<file path="src/rtl/ifetch_unit.sv">
// Instruction-fetch stage: PC register, req/ready fetch FSM, redirects, decode field split.
// Build option: define IFETCH_MISALIGN_TRAP_EN to trap (HALT + sticky misalign) on unaligned redirect targets.
module ifetch_unit #(
    parameter logic [31:0] RESET_PC   = 32'h0000_0000,
    parameter int          WAIT_LIMIT = 16,
    parameter logic [31:0] NOP_INSTR  = 32'h0000_0013
) (
    input  logic        clk,
    input  logic        reset,
    output logic        imem_req,
    output logic [31:0] imem_addr,
    input  logic [31:0] imem_rdata,
    input  logic        imem_ready,
    input  logic        stall,
    input  logic        redirect,
    input  logic [31:0] redirect_pc,
    output logic [31:0] instr,
    output logic        instr_valid,
    output logic [31:0] pc,
    output logic [31:0] pc_plus4,
    output logic [6:0]  op,
    output logic [2:0]  funct3,
    output logic [6:0]  funct7,
    output logic        fetch_timeout,
    output logic        misalign
);

    localparam int CW = $clog2(WAIT_LIMIT + 1);

    typedef enum logic [1:0] {IDLE, REQ, VALID, HALT} state_t;

    state_t        state;
    logic [CW-1:0] wait_cnt;

    // Handshake: a fetch completes in the cycle where imem_req & imem_ready are both high;
    // imem_req and imem_addr stay stable until then. instr_valid qualifies the instruction
    // for decode and it is consumed on the first rising edge where stall is low.
    assign imem_addr = pc;
    assign pc_plus4  = pc + 32'd4;
    assign op        = instr[6:0];
    assign funct3    = instr[14:12];
    assign funct7    = instr[31:25];

`ifndef IFETCH_MISALIGN_TRAP_EN
    assign misalign = 1'b0;
`endif

    always_ff @(posedge clk) begin
        if (reset) begin
            state         <= IDLE;
            pc            <= RESET_PC;
            instr         <= NOP_INSTR;
            instr_valid   <= 1'b0;
            imem_req      <= 1'b0;
            wait_cnt      <= '0;
            fetch_timeout <= 1'b0;
`ifdef IFETCH_MISALIGN_TRAP_EN
            misalign      <= 1'b0;
`endif
        end else begin
            case (state)
                IDLE: begin
                    imem_req <= 1'b1;
                    wait_cnt <= '0;
                    state    <= REQ;
                end
                REQ: begin
                    if (imem_ready) begin
                        instr       <= imem_rdata;
                        instr_valid <= 1'b1;
                        imem_req    <= 1'b0;
                        wait_cnt    <= '0;
                        state       <= VALID;
                    end else if (wait_cnt == CW'(WAIT_LIMIT - 1)) begin
                        fetch_timeout <= 1'b1;
                        imem_req      <= 1'b0;
                        instr         <= NOP_INSTR;
                        state         <= HALT;
                    end else begin
                        wait_cnt <= wait_cnt + 1'b1;
                    end
                end
                VALID: begin
                    // While stalled everything holds, including any redirect request.
                    if (!stall) begin
                        instr_valid <= 1'b0;
                        instr       <= NOP_INSTR;
                        if (redirect) begin
`ifdef IFETCH_MISALIGN_TRAP_EN
                            if (redirect_pc[1:0] != 2'b00) begin
                                misalign <= 1'b1;
                                state    <= HALT;
                            end else begin
                                pc       <= redirect_pc;
                                imem_req <= 1'b1;
                                state    <= REQ;
                            end
`else
                            pc       <= redirect_pc & 32'hFFFF_FFFC;
                            imem_req <= 1'b1;
                            state    <= REQ;
`endif
                        end else begin
                            pc       <= pc + 32'd4;
                            imem_req <= 1'b1;
                            state    <= REQ;
                        end
                    end
                end
                HALT: begin
                    imem_req    <= 1'b0;
                    instr_valid <= 1'b0;
                    instr       <= NOP_INSTR;
                end
                default: state <= HALT;
            endcase
        end
    end

endmodule

</file>
<file path="config.mk">
export PLATFORM = sky130hd
export DESIGN_NAME = ifetch_unit
export DESIGN_NICKNAME = d
export VERILOG_FILES = /design/src/rtl/ifetch_unit.sv
export SDC_FILE = /design/constraint.sdc
export NUM_CORES = 1
export LEC_CHECK = 0
export CAP_MARGIN = 20
export CORE_MARGIN = 1.5
export CORE_UTILIZATION = 37
export CTS_CLUSTER_SIZE = 28
export DETAILED_ROUTE_END_ITERATION = 8
export PLACE_DENSITY = 0.78
export SYNTH_ARGS = -nofsm -noshare
export SYNTH_HDL_FRONTEND = slang
export SYNTH_SLANG_ARGS = --single-unit
</file>
<file path="constraint.sdc">
create_clock -name clk -period 2.6 [get_ports clk]
set_input_delay 0.78 -clock clk [delete_from_list [all_inputs] [get_ports clk]]
set_output_delay 0.78 -clock clk [all_outputs]
set_load 0.01 [all_outputs]
</file>
# Yosys cells after proc, flatten, opt, wreduce, memory -nomap -nowiden

Index checks and enable logic that the tools add are counted.

Bits of input ports: 69
Logic and storage cells: 49
Bits in registers: 74

Bitwise logic cells: 2
Reductions and logical operators: 11
$add $sub $neg: 2
Equality and inequality tests: 8
Muxes and demuxes: 19

Operators by type and width:

| kind                    | count |
|---|---|
| $mux W32                | 4 |
| $pmux W32 S3            | 1 |
| $add A32 B3 Y32 const B | 1 |
| $reduce_and A3 Y1       | 4 |
| $mux W5                 | 2 |
| $pmux W5 S2             | 1 |
| $mux W2                 | 3 |
| $ne A3 B3 Y1 const B    | 2 |
| $pmux W2 S3             | 1 |
| $reduce_and A2 Y1       | 3 |
| $reduce_bool A3 Y1      | 2 |
| $add A5 B1 Y5 const B   | 1 |
| $eq A5 B4 Y1 const B    | 1 |
| $mux W1                 | 5 |
| $eq A2 B2 Y1 const B    | 2 |
| $ne A2 B2 Y1 const B    | 2 |
| $pmux W1 S4             | 1 |
| $pmux W1 S3             | 1 |
| $eq A2 B1 Y1 const B    | 1 |
| $logic_not A2 Y1        | 1 |
| $not A1 Y1              | 2 |
| $reduce_bool A2 Y1      | 1 |

# Logic depth before layout (Yosys ltp)

Gate-level depths: netlist (run 1).

Word-level depth: 4
Gate-level depth with buffers: 9

# Worst setup path before layout (run 1)

OpenSTA, ideal clock, no wires.

Kind: register to output
Start point: reg pc[6] (netlist: imem_addr[6])
End point: out pc_plus4[30]
Setup slack: -0.130 ns
Arrival time: 1.950 ns
Buffers on the path: 2
Data required time: 1.820 ns
Cell stages (with the launch flop): 8
Cells stage by stage: dfxtp_1 buf_2 and4_1 buf_4 nand2_1 or4_4 or4_1 nand2_1

Cells in the longest elaborated chain, start to end: 1

RTL lines:

| item                   | line | RTL |
|---|---|---|
| from (decl)            | 19   | `output logic [31:0] pc,` |
| from (signal assigned) | 99   | `pc <= redirect_pc & 32'hFFFF_FFFC;` |
| from (signal assigned) | 104  | `pc <= pc + 32'd4;` |
| $add A32 B3 Y32        | 39   | `assign pc_plus4 = pc + 32'd4;` |
| to (decl)              | 20   | `output logic [31:0] pc_plus4,` |

No other way between the ends.

# Final worst setup path (run 1)

Start point: reg pc[7] (netlist: imem_addr[7])
End point: out pc_plus4[30]

The elaborated chain is that of the path after synthesis.

==> results of run 1 <==
through the flow:
stage | setup slack [ns] | power (mW) | area (um^2) | TNS (ns)
global route | -0.3438 | 3.421 | 7611 | -3.590
CTS | -0.2844 | 3.307 | 7350 | -1.351
global placement | -0.3655 | 1.754 | 6720 | -3.927
floorplan | -0.04123 | 1.475 | 4403 | -0.04123
detailed placement | -0.3729 | 1.767 | 6720 | -4.478
finish | -0.3039 | 3.316 | 7611 | -2.086
repair_timing:
| item | 4_1_cts | 5_1_grt |
|---|---|---|
| setup buffers | 14 | 13 |
| endpoints found under the hold margin | 0 | 0 |
| resized for setup | 140 | 51 |
| pin swaps | 17 | 19 |
| setup endpoints to repair | 27 | 27 |
power by group:
| group | leakage, nW | total (mW) | switching, mW | internal, mW |
|---|---|---|---|---|
| Clock | 0.176 | 1.56 | 0.500 | 1.06 |
| Sequential | 0.592 | 1.18 | 0.0365 | 1.14 |
| Combinational | 2.29 | 0.574 | 0.274 | 0.301 |
| Total | 3.06 | 3.32 | 0.810 | 2.51 |
synthesized netlist by cell type, types with 2 or more instances:
cell      count  area share (%)
a22oi_1       8             1.4
clkbuf_1     34             2.9
a211oi_1      5            0.86
o311a_1       2            0.46
nor4_1       12             1.7
nor2_1       34             2.9
nor3b_1       3            0.52
nand4_1      10             1.4
o32ai_1       6             1.2
nand2_1      64             5.5
or4_4         2            0.52
or3_1         4            0.57
nand3_1      48             5.5
ha_1          3            0.86
buf_1         2            0.17
nor3_1       16             1.8
mux2i_1       3            0.69
o22ai_1       2            0.29
xor2_1       11             2.2
nor2b_1       4            0.57
and2_1        4            0.57
o21ai_0      18             2.1
or4_1         2            0.34
nand2b_1      5            0.72
inv_1        17             1.5
a21oi_1      58             6.7
o31ai_1       6             1.0
a31oi_1      10             1.4
o21a_1        3            0.52
o211ai_1      3            0.52
buf_2         6            0.69
and4_1        5             1.0
dfxtp_1      72              33
xnor2_1      16             3.2
a21o_1        2            0.34
buf_4        58              10
o41ai_1       3            0.60
and3_1        9             1.3
routing by layer:
metal	up-vias	part of all wire [%]	global-route usage, %
li1	2462	-	-
met1	2434	39	28.73
met2	270	50	43.07
met3	51	7.5	4.954
met4	0	3.1	13.16
met5	-	0	0
layout make-up:
class,count,area [um^2]
clock buffers,11,242.7
clock inverters,5,127.6
fillers,907,3856
inverters,17,63.81
multi-input cells,399,2650
flip-flops and latches,72,1465
well taps,143,178.9
repair buffers,315,2883
worst max-delay path, cell delays in order (launching register included):
cell and delay [ns]:
dfxtp_2 0.34, and4_4 0.23, nand2_2 0.06, or4_4 0.53
or4_4 0.43, nand2_2 0.10, buf_6 0.10
registers in the layout, summed over array words and instances (netlist names):
name           count
fetch_timeout      1
imem_addr         30
imem_req           1
instr             32
instr_valid        1
state              2
wait_cnt           5
cells by family (layout without fill, tap and decap cells):
kind of cell / Yosys count / in the layout / synth area share, %
and+or+nand+nor: 227 / 227 / 25.91
AOI/OAI and AO/OA: 132 / 132 / 18.74
buffers and inverters: 117 / 348 / 15.24
DFF: 72 / 72 / 33.06
xor gates and xnor gates: 27 / 27 / 5.423
adders and majority gates: 3 / 3 / 0.8609
muxes: 3 / 3 / 0.6887
other: 1 / 7 / 0.08600
final timing paths:
kind | end | slack, ns | depth (start not counted)
max | pc_plus4[30] | -0.30 | 6
min | instr[11] | 0.45 | 2
max reg2reg | instr[15] | 0.52 | 8
min reg2reg | instr[11] | 0.45 | 2
==> metrics, run 1 <==
Setup Skew 0.008692 ns; CP Launch Point imem_addr[7]; cts hold-fix bufs 0; # port buffers 208; Worst setup EP type output port; Die ar. 12450 um^2; Worst Path Max Fanout 2; WS Path Type reg -> out; Leakage 3.061 nW; Core Area 11470 um^2; post-synthesis cell area 4360 um^2; leading cell type in the layout, fill and taps excluded clkdlybuf4s50_1; Ports 218; H-tree depth 3; Cells after DPL 921; final setup margin -0.3039 ns; Main synth FF type dfxtp_1; Fmax 0.3444 GHz; ys async rst share 0%; register clock-pin slew on the reported worst setup and hold paths 0.06 ns; DR vias/cell 5.423; Yosys Warn Count 0; Wirelength per Cell 17.38 um; hold slack 0.4501 ns; RSZ-0062 raised after global routing true; VDD IR max 0.3626 mV; Hold Path Class reg -> reg; n_diodes 0; clk sinks 72; Area growth syn-to-layout 74.55%; GRT overflow 0; Rows 39; share of cells above drive strength 1 26.86%; #FFs+latches synth 72; failing checks setup timing; initial drt markers 330; Final Setup Violations 17; required time worst endpoint 1.82 ns; drt drc 0; Vias 5217; most frequent cells in the layout clkdlybuf4s50_1, buf_4, nand2_1; drt first pass iters 5; Die Ht 111.6 um; outcome finished with violations; Routed Antenna Nets 0; EDFF count, synth 0; Max-slew headroom 49.92%; Initial Utilization 38.03%; CTS tree built; gpl congestion 0.9023; Slew Limit Fails 0; nets 886; worst-skew pair later-pin latency 0.34 ns; PD cells 435.7 nW/um^2; Root Buffer clkbuf_16; Synth Instances 582; Critical Path Start Type flip-flop; HP Start instr[11]; number of global-route vias before repair 5134; worst reg2reg path startpoint wait_cnt[0]; initial antenna violation count 0; Max clock buf depth 2; total CTS buffers 9; worst path arrival time 2.12 ns; total track usage 24.77%; post-layout util 66.37%; register area share after synthesis 33.06%; Max-Cap Viols 0; Fin. Hold Viols 0; synthesized area per cell 7.492 um^2; Tcrit/Tclk final 111.7%; largest net degree at the start of global routing 69; minimum clock period 2.904 ns; first-pass GRT wire length 25230 um; WL final 16720 um; final non-filler cell total 962; hpwl dp 10870 um; Slew @ Worst Pin 0.7511 ns; die width 111.6 um; synth unique cells 50
(Power assumes the default switching activity.)
==> inputs of run 2 (changes only) <==
--- a/config.mk
+++ b/config.mk
@@ -7,10 +7,10 @@
 export LEC_CHECK = 0
 export CAP_MARGIN = 20
 export CORE_MARGIN = 1.5
-export CORE_UTILIZATION = 37
+export CORE_UTILIZATION = 30
 export CTS_CLUSTER_SIZE = 28
 export DETAILED_ROUTE_END_ITERATION = 8
-export PLACE_DENSITY = 0.78
+export PLACE_DENSITY = 0.65
 export SYNTH_ARGS = -nofsm -noshare
 export SYNTH_HDL_FRONTEND = slang
 export SYNTH_SLANG_ARGS = --single-unit
==> metrics, run 2 (same netlist as run 1, synthesis figures left out) <==
outcome finished with violations; failing checks setup timing; Core Area 14040 um^2 (+22%); worst reg2reg path startpoint imem_addr[9]; minimum clock period 2.906 ns (+0.002275 ns); Largest Register instr; Hold Path Class reg -> reg; RSZ-0062 raised after global routing true; Vias 5226 (+0.17%); final non-filler cell total 1017 (+5.7%); Worst Path Buf+Inv 1 (unchanged); clk sinks 72 (unchanged); HP Start instr[19]; R2R depth 10 (+2); DR vias/cell 5.139 (-5.2%); Power Total 3.110 mW (-6.2%); drt drc 0 (unchanged); H-tree depth 3 (unchanged); CTS tree built; Die ar. 15270 um^2 (+23%); Die Ht 123.6 um (+11%); reg2reg setup slack 0.36 ns (-0.16 ns); number of global-route vias before repair 4889 (-4.8%); first-pass GRT wire length 24650 um (-2.3%); Leakage 3.127 nW (+2.1%); hold slack 0.4523 ns (+0.002231 ns); VDD IR max 0.3784 mV (+4.4%); n_diodes 0 (unchanged); Critical Path Start Type flip-flop; post-route cell area 7730 um^2 (+1.6%); worst path arrival time 2.13 ns (about the same); CP cell instances and4_4, nand2_2, or4_4, or4_4, nand2_2, buf_6; slowest stage delay, CP 0.54 ns (about the same); Routed Antenna Nets 0 (unchanged); WS Path Type reg -> out; Max clock buf depth 2 (unchanged); Setup Skew 0.003654 ns (-0.005038 ns); Fin. Hold Viols 0 (unchanged); post-layout util 55.05% (-11 points); required time worst endpoint 1.82 ns (about the same); nets 905 (+2.1%); Worst setup EP type output port; Slew Limit Fails 0 (unchanged); # port buffers 208 (unchanged); R2R Path End imem_addr[29]; max reg flops 32 (unchanged); Hold Path Stages 2 (unchanged); CP top delay family simple AND/OR/NAND/NOR gates; most frequent cells in the layout clkdlybuf4s50_1, buf_4, nand2_1; total track usage 20.73% (-4.0 points); GRT overflow 0 (unchanged); initial drt markers 313 (-5.2%); Worst Path Max Fanout 2 (unchanged); Initial Utilization 31.05% (-7.0 points); Cells after DPL 964 (+4.7%); Ports 218 (unchanged); Wirelength per Cell 16.13 um (-7.2%); die width 123.6 um (+11%); initial antenna violation count 0 (unchanged); hpwl dp 11150 um (+2.6%); drt first pass iters 5 (unchanged); Post-Place Cell Area 6812 um^2 (+1.4%); Slew @ Worst Pin 0.7798 ns (+0.02864 ns); Fmax 0.3441 GHz (about the same); largest net degree at the start of global routing 68 (-1.4%); WHS Endpoint instr[19]; PD cells 402.4 nW/um^2 (-7.7%); final setup margin -0.3062 ns (-0.002275 ns); total CTS buffers 9 (unchanged); gpl congestion 0.8670 (-3.9%); Final Setup Violations 19 (+2); Area growth syn-to-layout 77.27%; leading cell type in the layout, fill and taps excluded clkdlybuf4s50_1; register clock-pin slew on the reported worst setup and hold paths 0.05 ns (about the same); Max-slew headroom 48.02% (-1.9 points); Rows 43 (+10%); share of cells above drive strength 1 28.20% (+1.3 points); Max-Cap Viols 0 (unchanged); Tcrit/Tclk final 111.8% (about the same); worst-skew pair later-pin latency 0.34 ns (about the same); Slowest-stage cell, CP or4_4; WL final 16400 um (-1.9%); Root Buffer clkbuf_16
-- run 2: power breakdown --
group / switching, mW / leakage [nW] / total [mW] / internal, mW
registers: 0.0360 / 0.592 / 1.18 / 1.14
clock network: 0.471 / 0.159 / 1.36 / 0.886
logic: 0.272 / 2.38 / 0.575 / 0.303
-- run 2: through the flow --
stage	TNS, ns	setup slack [ns]
4_1_cts	-2.126	-0.3269
2_1_floorplan	-0.04123	-0.04123
6_report	-2.492	-0.3062
3_5_place_dp	-4.179	-0.4147
5_1_grt	-3.928	-0.3454
3_3_place_gp	-3.687	-0.3798
-- run 2: how the worst max path moves through the flow --
stage,end,slack (ns),start,cells past startpoint
6_report,pc_plus4[30],-0.31,imem_addr[9],6
4_1_cts,pc_plus4[30],-0.33,imem_addr[6],6
3_5_place_dp,pc_plus4[30],-0.41,imem_addr[9],6
5_1_grt,pc_plus4[31],-0.35,imem_addr[9],9
2_1_floorplan,pc_plus4[30],-0.04,imem_addr[6],7
3_3_place_gp,pc_plus4[30],-0.38,imem_addr[9],6
-- run 2: routing by layer --
| metal | wire (um) | track usage (%) | vias to the layer above |
|---|---|---|---|
| met5 | 0 | 0 | - |
| met4 | 431 | 9.124 | 0 |
| met3 | 1022 | 3.552 | 34 |
| met2 | 7903 | 34.38 | 236 |
| met1 | 7044 | 26.41 | 2459 |
| li1 | - | - | 2497 |
-- run 2: area by class of cell --
type | count | area (um^2)
Clock inverter | 3 | 65.06
Sequential cell | 72 | 1466
Tap cell | 180 | 225.2
Clock buffer | 12 | 256.5
Inverter | 17 | 63.81
Timing Repair Buffer | 334 | 3015
Multi-Input combinational cell | 399 | 2638
Fill cell | 1229 | 6312
-- run 2: worst min-delay path, delay by kind of cell, from the launching register on --
kind               cells  cell delay [ns]
AOI/OAI and AO/OA      1             0.05
and+or+nand+nor        1             0.05
DFF                    1             0.31
-- run 2: what timing repair did --
item                                    CTS  global route
pin swaps                                23            29
gates resized for setup                 146            45
setup buffers                            22            20
hold buffers                              0             0
endpoints found under the setup margin   26            23
endpoints found under the hold margin     0             0
